[config.mk]
export PLATFORM = sky130hd
export DESIGN_NAME = and_run_monitor_flat
export DESIGN_NICKNAME = d
export VERILOG_FILES = /design/src/rtl/and_run_if.sv /design/src/rtl/and_run_monitor.sv /design/src/flat_wrapper.sv
export SDC_FILE = /design/constraint.sdc
export NUM_CORES = 1
export LEC_CHECK = 0
export CORE_MARGIN = 3
export CORE_UTILIZATION = 35
export CTS_CLUSTER_SIZE = 30
export DETAILED_ROUTE_END_ITERATION = 6
export PLACE_DENSITY = 0.58
export SETUP_SLACK_MARGIN = 0.02
export SLEW_MARGIN = 20
export SYNTH_ARGS = -nofsm -noshare
export SYNTH_HDL_FRONTEND = slang
export SYNTH_SLANG_ARGS = --single-unit
[constraint.sdc]
create_clock -name clk -period 2.5 [get_ports clk]
set_clock_uncertainty 0.2 [all_clocks]
set_input_delay 0.5 -clock clk [delete_from_list [all_inputs] [get_ports clk]]
set_output_delay 0.5 -clock clk [all_outputs]
set_load 0.1 [all_outputs]
[src/rtl/and_run_if.sv]
// Bus between the AND-stage run monitor and its environment: run input,
// clear strobe, report handshake and status outputs.
interface and_run_if #(
    parameter int unsigned CNT_W = 8
);
    logic             y_in;
    logic             clear;
    logic             rpt_ready;
    logic             rpt_valid;
    logic [CNT_W-1:0] rpt_len;
    logic [CNT_W-1:0] event_cnt;
    logic             overflow;
    logic             busy;

    // Environment side: drives the run input, clear and report acceptance
    modport master (
        output y_in,
        output clear,
        output rpt_ready,
        input  rpt_valid,
        input  rpt_len,
        input  event_cnt,
        input  overflow,
        input  busy
    );

    // Monitor side
    modport slave (
        input  y_in,
        input  clear,
        input  rpt_ready,
        output rpt_valid,
        output rpt_len,
        output event_cnt,
        output overflow,
        output busy
    );
endinterface

[src/rtl/and_run_monitor.sv]
// Measures contiguous high runs of the AND-stage output. Runs of at least
// MIN_RUN cycles are counted and offered through a one-entry valid/ready
// report register; qualifying runs that find the slot occupied are dropped
// and flagged in a sticky overflow bit.
module and_run_monitor #(
    parameter int unsigned CNT_W   = 8,
    parameter int unsigned MIN_RUN = 3
) (
    input  logic       clk,
    input  logic       rst_n,
    and_run_if.slave   bus
);
    localparam logic [CNT_W-1:0] CNT_MAX   = {CNT_W{1'b1}};
    localparam logic [CNT_W-1:0] MIN_LEN   = CNT_W'(MIN_RUN);
    localparam logic [CNT_W-1:0] CNT_ONE   = CNT_W'(1);
    localparam logic [CNT_W-1:0] CNT_ZERO  = '0;

    typedef enum logic {
        IDLE = 1'b0,
        RUN  = 1'b1
    } state_t;

    state_t           state_q,     state_d;
    logic [CNT_W-1:0] run_len_q,   run_len_d;
    logic             rpt_valid_q, rpt_valid_d;
    logic [CNT_W-1:0] rpt_len_q,   rpt_len_d;
    logic [CNT_W-1:0] event_cnt_q, event_cnt_d;
    logic             overflow_q,  overflow_d;
    logic             busy_q,      busy_d;

    logic             xfer_c;
    logic             run_end_c;
    logic             qualify_c;

    // State and output registers
    always_ff @(posedge clk or negedge rst_n) begin
        if (!rst_n) begin
            state_q     <= IDLE;
            run_len_q   <= CNT_ZERO;
            rpt_valid_q <= 1'b0;
            rpt_len_q   <= CNT_ZERO;
            event_cnt_q <= CNT_ZERO;
            overflow_q  <= 1'b0;
            busy_q      <= 1'b0;
        end else begin
            state_q     <= state_d;
            run_len_q   <= run_len_d;
            rpt_valid_q <= rpt_valid_d;
            rpt_len_q   <= rpt_len_d;
            event_cnt_q <= event_cnt_d;
            overflow_q  <= overflow_d;
            busy_q      <= busy_d;
        end
    end

    // Next-state: run measurement, report slot management and clear
    always_comb begin
        state_d     = state_q;
        run_len_d   = run_len_q;
        rpt_valid_d = rpt_valid_q;
        rpt_len_d   = rpt_len_q;
        event_cnt_d = event_cnt_q;
        overflow_d  = overflow_q;
        xfer_c      = 1'b0;
        run_end_c   = 1'b0;
        qualify_c   = 1'b0;

        if (bus.clear) begin
            state_d     = IDLE;
            run_len_d   = CNT_ZERO;
            rpt_valid_d = 1'b0;
            rpt_len_d   = CNT_ZERO;
            event_cnt_d = CNT_ZERO;
            overflow_d  = 1'b0;
        end else begin
            xfer_c = rpt_valid_q && bus.rpt_ready;
            if (xfer_c) begin
                rpt_valid_d = 1'b0;
            end

            unique case (state_q)
                IDLE: begin
                    if (bus.y_in) begin
                        run_len_d = CNT_ONE;
                        state_d   = RUN;
                    end
                end
                RUN: begin
                    if (bus.y_in) begin
                        // A saturated run keeps running at CNT_MAX
                        if (run_len_q != CNT_MAX) begin
                            run_len_d = run_len_q + CNT_ONE;
                        end
                    end else begin
                        run_end_c = 1'b1;
                        run_len_d = CNT_ZERO;
                        state_d   = IDLE;
                    end
                end
                default: begin
                    state_d   = IDLE;
                    run_len_d = CNT_ZERO;
                end
            endcase

            qualify_c = run_end_c && (run_len_q >= MIN_LEN);
            if (qualify_c) begin
                if (event_cnt_q != CNT_MAX) begin
                    event_cnt_d = event_cnt_q + CNT_ONE;
                end
                // Slot is free if empty or being drained on this same edge
                if (!rpt_valid_q || xfer_c) begin
                    rpt_valid_d = 1'b1;
                    rpt_len_d   = run_len_q;
                end else begin
                    overflow_d  = 1'b1;
                end
            end
        end
    end

    // busy tracks the registered FSM state
    always_comb begin
        busy_d = (state_d == RUN);
    end

    assign bus.rpt_valid = rpt_valid_q;
    assign bus.rpt_len   = rpt_len_q;
    assign bus.event_cnt = event_cnt_q;
    assign bus.overflow  = overflow_q;
    assign bus.busy      = busy_q;

endmodule

[src/flat_wrapper.sv]
// flat-port wrapper written by rule: the top's interface ports become plain ports
module and_run_monitor_flat 
#(
    parameter int unsigned CNT_W   = 8,
    parameter int unsigned MIN_RUN = 3
)
  (clk, rst_n, bus_y_in, bus_clear, bus_rpt_ready, bus_rpt_valid, bus_rpt_len, bus_event_cnt, bus_overflow, bus_busy);
  and_run_if #(.CNT_W(CNT_W)) bus_i ();
  input  logic clk;
  input  logic rst_n;
  input wire logic [$bits(bus_i.y_in)-1:0] bus_y_in;
  input wire logic [$bits(bus_i.clear)-1:0] bus_clear;
  input wire logic [$bits(bus_i.rpt_ready)-1:0] bus_rpt_ready;
  output wire logic [$bits(bus_i.rpt_valid)-1:0] bus_rpt_valid;
  output wire logic [$bits(bus_i.rpt_len)-1:0] bus_rpt_len;
  output wire logic [$bits(bus_i.event_cnt)-1:0] bus_event_cnt;
  output wire logic [$bits(bus_i.overflow)-1:0] bus_overflow;
  output wire logic [$bits(bus_i.busy)-1:0] bus_busy;
  assign bus_i.y_in = bus_y_in;
  assign bus_i.clear = bus_clear;
  assign bus_i.rpt_ready = bus_rpt_ready;
  assign bus_rpt_valid = bus_i.rpt_valid;
  assign bus_rpt_len = bus_i.rpt_len;
  assign bus_event_cnt = bus_i.event_cnt;
  assign bus_overflow = bus_i.overflow;
  assign bus_busy = bus_i.busy;
  and_run_monitor #(.CNT_W(CNT_W), .MIN_RUN(MIN_RUN)) u_core (.clk(clk), .rst_n(rst_n), .bus(bus_i));
endmodule
; Word-level counts from Yosys, hierarchy flattened
; Cells that the tools add are included.
; Widths: inputs -> output; s select.
[totals]
output_inout_bits = 19
in_bits = 5
ff_bits = 27
[op_classes]
n_addsub = 2
bitwise = 1
order_cmp = 1
reduce_logical = 11
mux = 23
eq_ne = 5
[op_table]
columns = cell, count
row1 = $mux 8, 10
row2 = $add 8x1->8 const B, 2
row3 = $ne 8x8->1 const B, 2
row4 = $pmux 8 s2, 1
row5 = $mux 1, 12
row6 = $ge 8x2->1 const B, 1
row7 = $reduce_and 2->1, 4
row8 = $reduce_bool 2->1, 3
row9 = $ne 4x4->1 const B, 1
row10 = $ne 3x3->1 const B, 1
row11 = $logic_and 1x1->1, 2
row12 = $ne 2x2->1 const B, 1
row13 = $logic_not 1->1, 1
row14 = $logic_or 1x1->1, 1
row15 = $not 1->1, 1

; Logic depth before layout (Yosys ltp)
; Gate-level depths: netlist of run 1.
[depth]
depth_word = 6
ltp_mapped = 6

; Least setup slack after synthesis of run 1
; Ideal clock, no wire load.
[synth_path]
kind = register -> register
from = register u_core.state_q
to = register u_core.event_cnt_q[5], in the netlist u_core.bus.event_cnt[5]
arrival_ns = 1.969
setup_time_ns = 0.078
stages_incl_launch_ff = 5
setup_slack_ns = 0.253
cell_sequence = dfrtp_1 nand2b_4 a21o_4 or4_1 a21oi_1
[synth_between]
elab_chain_cells = 5
[synth_rtl]
columns = item, line
row1 = from (decl), and_run_monitor.sv:23  ; state_t state_q, state_d;
row2 = from (signal assigned), and_run_monitor.sv:46  ; state_q <= state_d;
row3 = $mux 1, and_run_monitor.sv:81  ; unique case (state_q)
row4 = $mux 1, and_run_monitor.sv:68  ; if (bus.clear) begin
row5 = $logic_and 1x1->1, and_run_monitor.sv:106  ; qualify_c = run_end_c && (run_len_q >= MIN_LEN);
row6 = $reduce_bool 2->1 (no line), -
row7 = $reduce_and 2->1 (no line), -
row8 = to (signal assigned), and_run_monitor.sv:50  ; event_cnt_q <= event_cnt_d;
row9 = to (decl), and_run_monitor.sv:27  ; logic [CNT_W-1:0] event_cnt_q, event_cnt_d;
; No other way between the ends. The select of a mux whose other input is x is not followed.
; A chain may end at the register's enable or synchronous reset.

; Final worst setup path of run 1
[layout_path]
from = register u_core.run_len_q[0]
to = register u_core.event_cnt_q[6], in the netlist u_core.bus.event_cnt[6]
[layout_between]
elab_chain_cells = 4
[layout_rtl]
columns = item, line
row1 = from (decl), and_run_monitor.sv:24  ; logic [CNT_W-1:0] run_len_q, run_len_d;
row2 = from (signal assigned), and_run_monitor.sv:47  ; run_len_q <= run_len_d;
row3 = $ge 8x2->1, and_run_monitor.sv:106
row4 = $logic_and 1x1->1, and_run_monitor.sv:106
row5 = $reduce_bool 2->1 (no line), -
row6 = $reduce_and 2->1 (no line), -
; No other way between the ends.

==> impl_metrics.tcl, run 1 <==
set metrics [dict create \
    status "completed" \
    crit_required_ps 2510 \
    setup_violations 0 \
    cts-buffers-inserted 3 \
    max_slew_margin 0.7091 \
    synthesis.nets 155 \
    drc_errors 0 \
    slew_viol_final 0 \
    crit_slowest_cell "dfrtp_1" \
    antenna_cells 0 \
    irDropWorstVdd_v 0.0001830 \
    start_kind "flop" \
    final_nets 183 \
    synth_commonest_cells "dfrtp_1, nor2_1, a21oi_1" \
    synth_edf_count 0 \
    grt_max_degree 29 \
    crit_fanout 6 \
    grt_pass1_vias 1233 \
    start_util 0.3813 \
    crit_path_end_kind "flop" \
    crit_type "reg -> reg" \
    netlist_top_cells_area "dfrtp_1, mux2i_1, nor2_1" \
    hp-class "reg -> reg" \
    antenna_found_initial 0 \
    rows 22 \
    synth_cell_types 42 \
    globalplace.congestion 0.7815 \
    cpLargestDelayFamily "flip-flops" \
    yosysMostFrequentCell "dfrtp_1" \
    tns_ps 0 \
    powerDensity_nw_per_um2 427.6 \
    wl_per_cell_um 14.85 \
    fin_crit_sh 0.8256 \
    dr.pass1.iters 4 \
    worstSkewPairLatency_ps 280 \
    rsz0062_at_grt "false" \
    yosysSeqAreaShare 0.4631 \
    synthFlopType "dfrtp_1" \
    drive_gt1_frac 0.2343 \
    yosysTopAreaCell "dfrtp_1" \
    vias 1207 \
    cap_violations 0 \
    cts_hold_buffers 0 \
    slowest_delay_ps 450 \
    dieArea_um2 4979 \
    htree_levels 1 \
    die_h_um 70.56 \
    postRouteAntennaNets 0 \
    cts_tree "done" \
    async_flop_share 1.000 \
    core_area_um2 3826 \
    setup_ws_ps 436.0 \
    synth_top_cell_area_share 0.4631 \
    yosysWarnings 0 \
    hold_violations 0 \
    synth.cell_area_um2 1459 \
    cts_sinks 27 \
    die_w_um 70.56 \
    clk_pin_slew_ps 90 \
    syn_area_per_cell_um2 9.857 \
    worst_pin_slew_ps 435.5 \
    clockBufferDepth 2 \
    drtIter0Drc 95 \
    ctsResizeCount 0 \
    via_per_inst 5.413 \
    synth_cells 148 \
    grt_pass1_wl_um 5934 \
    synth_seq_cells 27 \
    place_ws_ps 243.2 \
    routed_wl_um 3311 \
    hpwl_um 2352 \
    postCtsSetupBuffers 0 \
    port_buffers 23 \
    worstPathCellList "ha_1 > nor4_4 > a21oi_1 > buf_4 > a41o_1 > nor2_1" \
    leakage_nw 0.7221 \
    worstPathArrival_ps 2080 \
    cp_num_buf_inv 1 \
    clock-root-buffer "clkbuf_8" \
    hold_ws_ps 307.5 \
    grtUsageTotal 0.1462 \
    fmax_ghz 0.4845 \
    syn2layout_area_growth_pct 20.33 \
    grt_overflow_total 0 \
    period_needed_ps 2064 \
    io_pins 24 \
]
tightest hold or removal path, stage by stage, from the launching register on:
cell and delay [ps]:
dfrtp_1 360, a21oi_1 40, nor2_1 70
per-layer routing:
layer	global-route usage	wire [um]	vias to the layer above
li1	-	-	601
met1	0.1921	1565	574
met2	0.2401	1566	27
met3	0.02699	124	5
met4	0.05637	54	0
met5	0	0	-
per-stage QoR:
step                      area, um^2  utilization  cells   power, W
after floorplan                 1459            -    148  0.0004811
after global placement          1707       0.4460    219  0.0005051
after detailed placement        1707       0.4460    219  0.0005055
after CTS                       1755       0.4588    223  0.0007705
after global routing            1755       0.4588    223  0.0008012
final                           1755       0.4588    223  0.0007507
registers in the layout, indices dropped and copies added (netlist names):
name / cells
u_core.bus.rpt_valid: 1
u_core.bus.event_cnt: 8
u_core.state_q: 1
u_core.run_len_q: 8
u_core.bus.rpt_len: 8
u_core.bus.overflow: 1
cell usage in the layout (no fill, tap or decap), types with 3 or more instances in the layout:
cell              n
a21oi_1          13
a31oi_1           5
buf_4            25
clkbuf_8          3
clkdlybuf4s50_1   4
dfrtp_1          27
mux2i_1           9
nand2_1          10
nand3_1           8
nor2_1           20
nor3_1            6
o21ai_0           5
or3_2             3
or4_1             3
cell families (layout without fill, tap and decap cells):
group | Yosys count | in the layout | synth area share
buf+inv | 8 | 35 | 0.03259
simple gates | 67 | 67 | 0.2599
compound gates | 35 | 35 | 0.1655
flops | 27 | 27 | 0.4631
mux | 9 | 9 | 0.06175
fa+ha+maj | 2 | 2 | 0.01715
area by class of cell:
type	count	area, um^2
fillers	378	2071
multi-input cells	113	735.7
flip-flops and latches	27	675.6
repair buffers	29	227.7
well taps	48	60.06
clock buffers	3	41.29
clock inverters	1	7.507
inverters	2	7.507
path summary, 6_finish.rpt:
check | start | end | slack [ps] | cells after the start
worst max-delay path | u_core.run_len_q[0]$_DFFE_PN0P_ | u_core.bus.event_cnt[6]$_DFFE_PN0P_ | 440 | 6
worst min-delay path | u_core.bus.overflow$_DFFE_PN0P_ | u_core.bus.overflow$_DFFE_PN0P_ | 310 | 2
worst max register to register | u_core.run_len_q[0]$_DFFE_PN0P_ | u_core.bus.event_cnt[6]$_DFFE_PN0P_ | 440 | 6
worst min register to register | u_core.bus.overflow$_DFFE_PN0P_ | u_core.bus.overflow$_DFFE_PN0P_ | 310 | 2
max in group asynchronous | rst_n | u_core.bus.event_cnt[7]$_DFFE_PN0P_ | 1430 | 2
min in group asynchronous | rst_n | u_core.bus.rpt_len[4]$_DFFE_PN0P_ | 390 | 2
power by group:
| group | total, W | switching (W) | internal [W] | leakage [nW] |
|---|---|---|---|---|
| Combinational | 0.0000529 | 0.0000338 | 0.0000192 | 0.326 |
| Sequential | 0.000443 | 0.00000451 | 0.000439 | 0.375 |
| Clock | 0.000254 | 0.000141 | 0.000113 | 0.0217 |
(Power assumes the default switching activity.)
==> run 2: changes to the inputs <==
==> constraint.sdc (replaced) <==
create_clock -name clk -period 2.15 [get_ports clk]
set_clock_uncertainty 0.2 [all_clocks]
set_input_delay 0.43 -clock clk [delete_from_list [all_inputs] [get_ports clk]]
set_output_delay 0.43 -clock clk [all_outputs]
set_load 0.1 [all_outputs]
==> impl_metrics.tcl, run 2 (same netlist as run 1, synthesis figures left out) <==
set metrics [dict create \
    status "completed" \
    final_common_cell "dfrtp_1" \
    io_pins 24 \
    core_area_um2 3826 \
    drtIter0Drc 91 \
    period_needed_ps 1991 \
    routed_wl_um 3130 \
    fin_util 0.5258 \
    clk_pin_slew_ps 90 \
    start_util 0.3813 \
    cts_sinks 27 \
    p_sw_w 0.0002093 \
    syn2layout_area_growth_pct 37.91 \
    grt_pass1_wl_um 5816 \
    intPower_w 0.0006706 \
    drc_errors 0 \
    wl_per_cell_um 13.85 \
    fmax_ghz 0.5023 \
    port_buffers 23 \
    hp-class "in -> async" \
    place_ws_ps -23.69 \
    grt_overflow_total 0 \
    fin_crit_sh 0.9259 \
    worstPathArrival_ps 2000 \
    start_kind "flop" \
    grt_max_degree 29 \
    leakage_nw 0.7795 \
    worst_pin_slew_ps 381.0 \
    postRouteAntennaNets 0 \
    crit_fanout 10 \
    clock-root-buffer "clkbuf_8" \
    die_h_um 70.56 \
    setup_ws_ps 159.2 \
    rows 22 \
    via_per_inst 5.473 \
    worstSkewPairLatency_ps 280 \
    grt_pass1_vias 1263 \
    final_nets 186 \
    clockBufferDepth 2 \
    cap_violations 0 \
    antenna_found_initial 0 \
    irDropWorstVdd_v 0.0002274 \
    powerDensity_nw_per_um2 437.4 \
    hold_violations 0 \
    cts_tree "done" \
    combinationalPowerShare 0.077 \
    max_slew_margin 0.7455 \
    crit_required_ps 2160 \
    rsz0062_at_grt "false" \
    grtUsageTotal 0.1400 \
    crit_type "reg -> reg" \
    die_w_um 70.56 \
    swShare 0.2379 \
    slew_viol_final 0 \
    dr.pass1.iters 4 \
    cts_hold_buffers 0 \
    p_total_w 0.0008799 \
    seqPwrFrac 0.587 \
    clockPowerShare 0.336 \
    layout_common_cells "dfrtp_1, nor2_1, buf_12, a21oi_1" \
    crit_path_end_kind "flop" \
    cts-buffers-inserted 3 \
    setup_violations 0 \
    antenna_cells 0 \
    vias 1237 \
    hpwl_um 2266 \
    htree_levels 1 \
    drive_gt1_frac 0.2753 \
    globalplace.congestion 0.8141 \
    dieArea_um2 4979 \
]
run 2: power by group through the flow:
stage / Combinational (W) / Clock, W / Sequential [W]
after floorplan: 0.0000274 / 0 / 0.000532
after global routing: 0.0000757 / 0.000321 / 0.000517
after global placement: 0.0000679 / 0 / 0.000526
final: 0.0000679 / 0.000296 / 0.000516
after CTS: 0.0000691 / 0.000307 / 0.000516
after detailed placement: 0.0000689 / 0 / 0.000526
run 2: stage by stage:
stage	hold slack [ps]	instances	area (um^2)	TNS [ps]
floorplan	-65.59	148	1464	0
global placement	278.6	221	1952	0
detailed placement	303.7	221	1952	-27.43
CTS	321.6	225	2001	0
global route	349.2	226	2012	0
finish	310.2	226	2012	0
run 2: final timing paths:
kind | start | endpoint | slack (ps) | cells past startpoint
min reg2reg | u_core.bus.overflow$_DFFE_PN0P_ | u_core.bus.overflow$_DFFE_PN0P_ | 320 | 2
min in group clk | u_core.bus.overflow$_DFFE_PN0P_ | u_core.bus.overflow$_DFFE_PN0P_ | 320 | 2
max in group asynchronous | rst_n | u_core.bus.event_cnt[1]$_DFFE_PN0P_ | 1160 | 2
max | u_core.run_len_q[0]$_DFFE_PN0P_ | u_core.bus.event_cnt[5]$_DFFE_PN0P_ | 160 | 5
max reg2reg | u_core.run_len_q[0]$_DFFE_PN0P_ | u_core.bus.event_cnt[5]$_DFFE_PN0P_ | 160 | 5
min | rst_n | u_core.bus.overflow$_DFFE_PN0P_ | 310 | 2
run 2: layout make-up:
| cell class | instances | area, um^2 |
|---|---|---|
| fill | 339 | 1814 |
| tap | 48 | 60.06 |
| sequential | 27 | 680.7 |
| timing repair buffer | 32 | 475.5 |
| inverter | 2 | 7.507 |
| clock inverter | 1 | 7.507 |
| multi-input combinational | 113 | 739.5 |
| clock buffer | 3 | 41.29 |
run 2: critical path, stage by stage, from the launching register on:
cell	delay [ps]
dfrtp_1	450
ha_2	280
nor4_4	80
a21o_4	250
or4_1	510
a21oi_1	160
run 2: metal layers:
layer | up-vias | global-route usage | share of wire
met5 | - | 0 | 0
met4 | 0 | 0.04175 | 0.012
met3 | 6 | 0.03409 | 0.041
met2 | 22 | 0.2308 | 0.49
met1 | 606 | 0.1835 | 0.45
li1 | 603 | - | -
run 2: timing repair:
action / in CTS / in global routing
setup endpoints to repair: 0 / 2
gates resized for setup: 0 / 2
setup buffers: 0 / 1
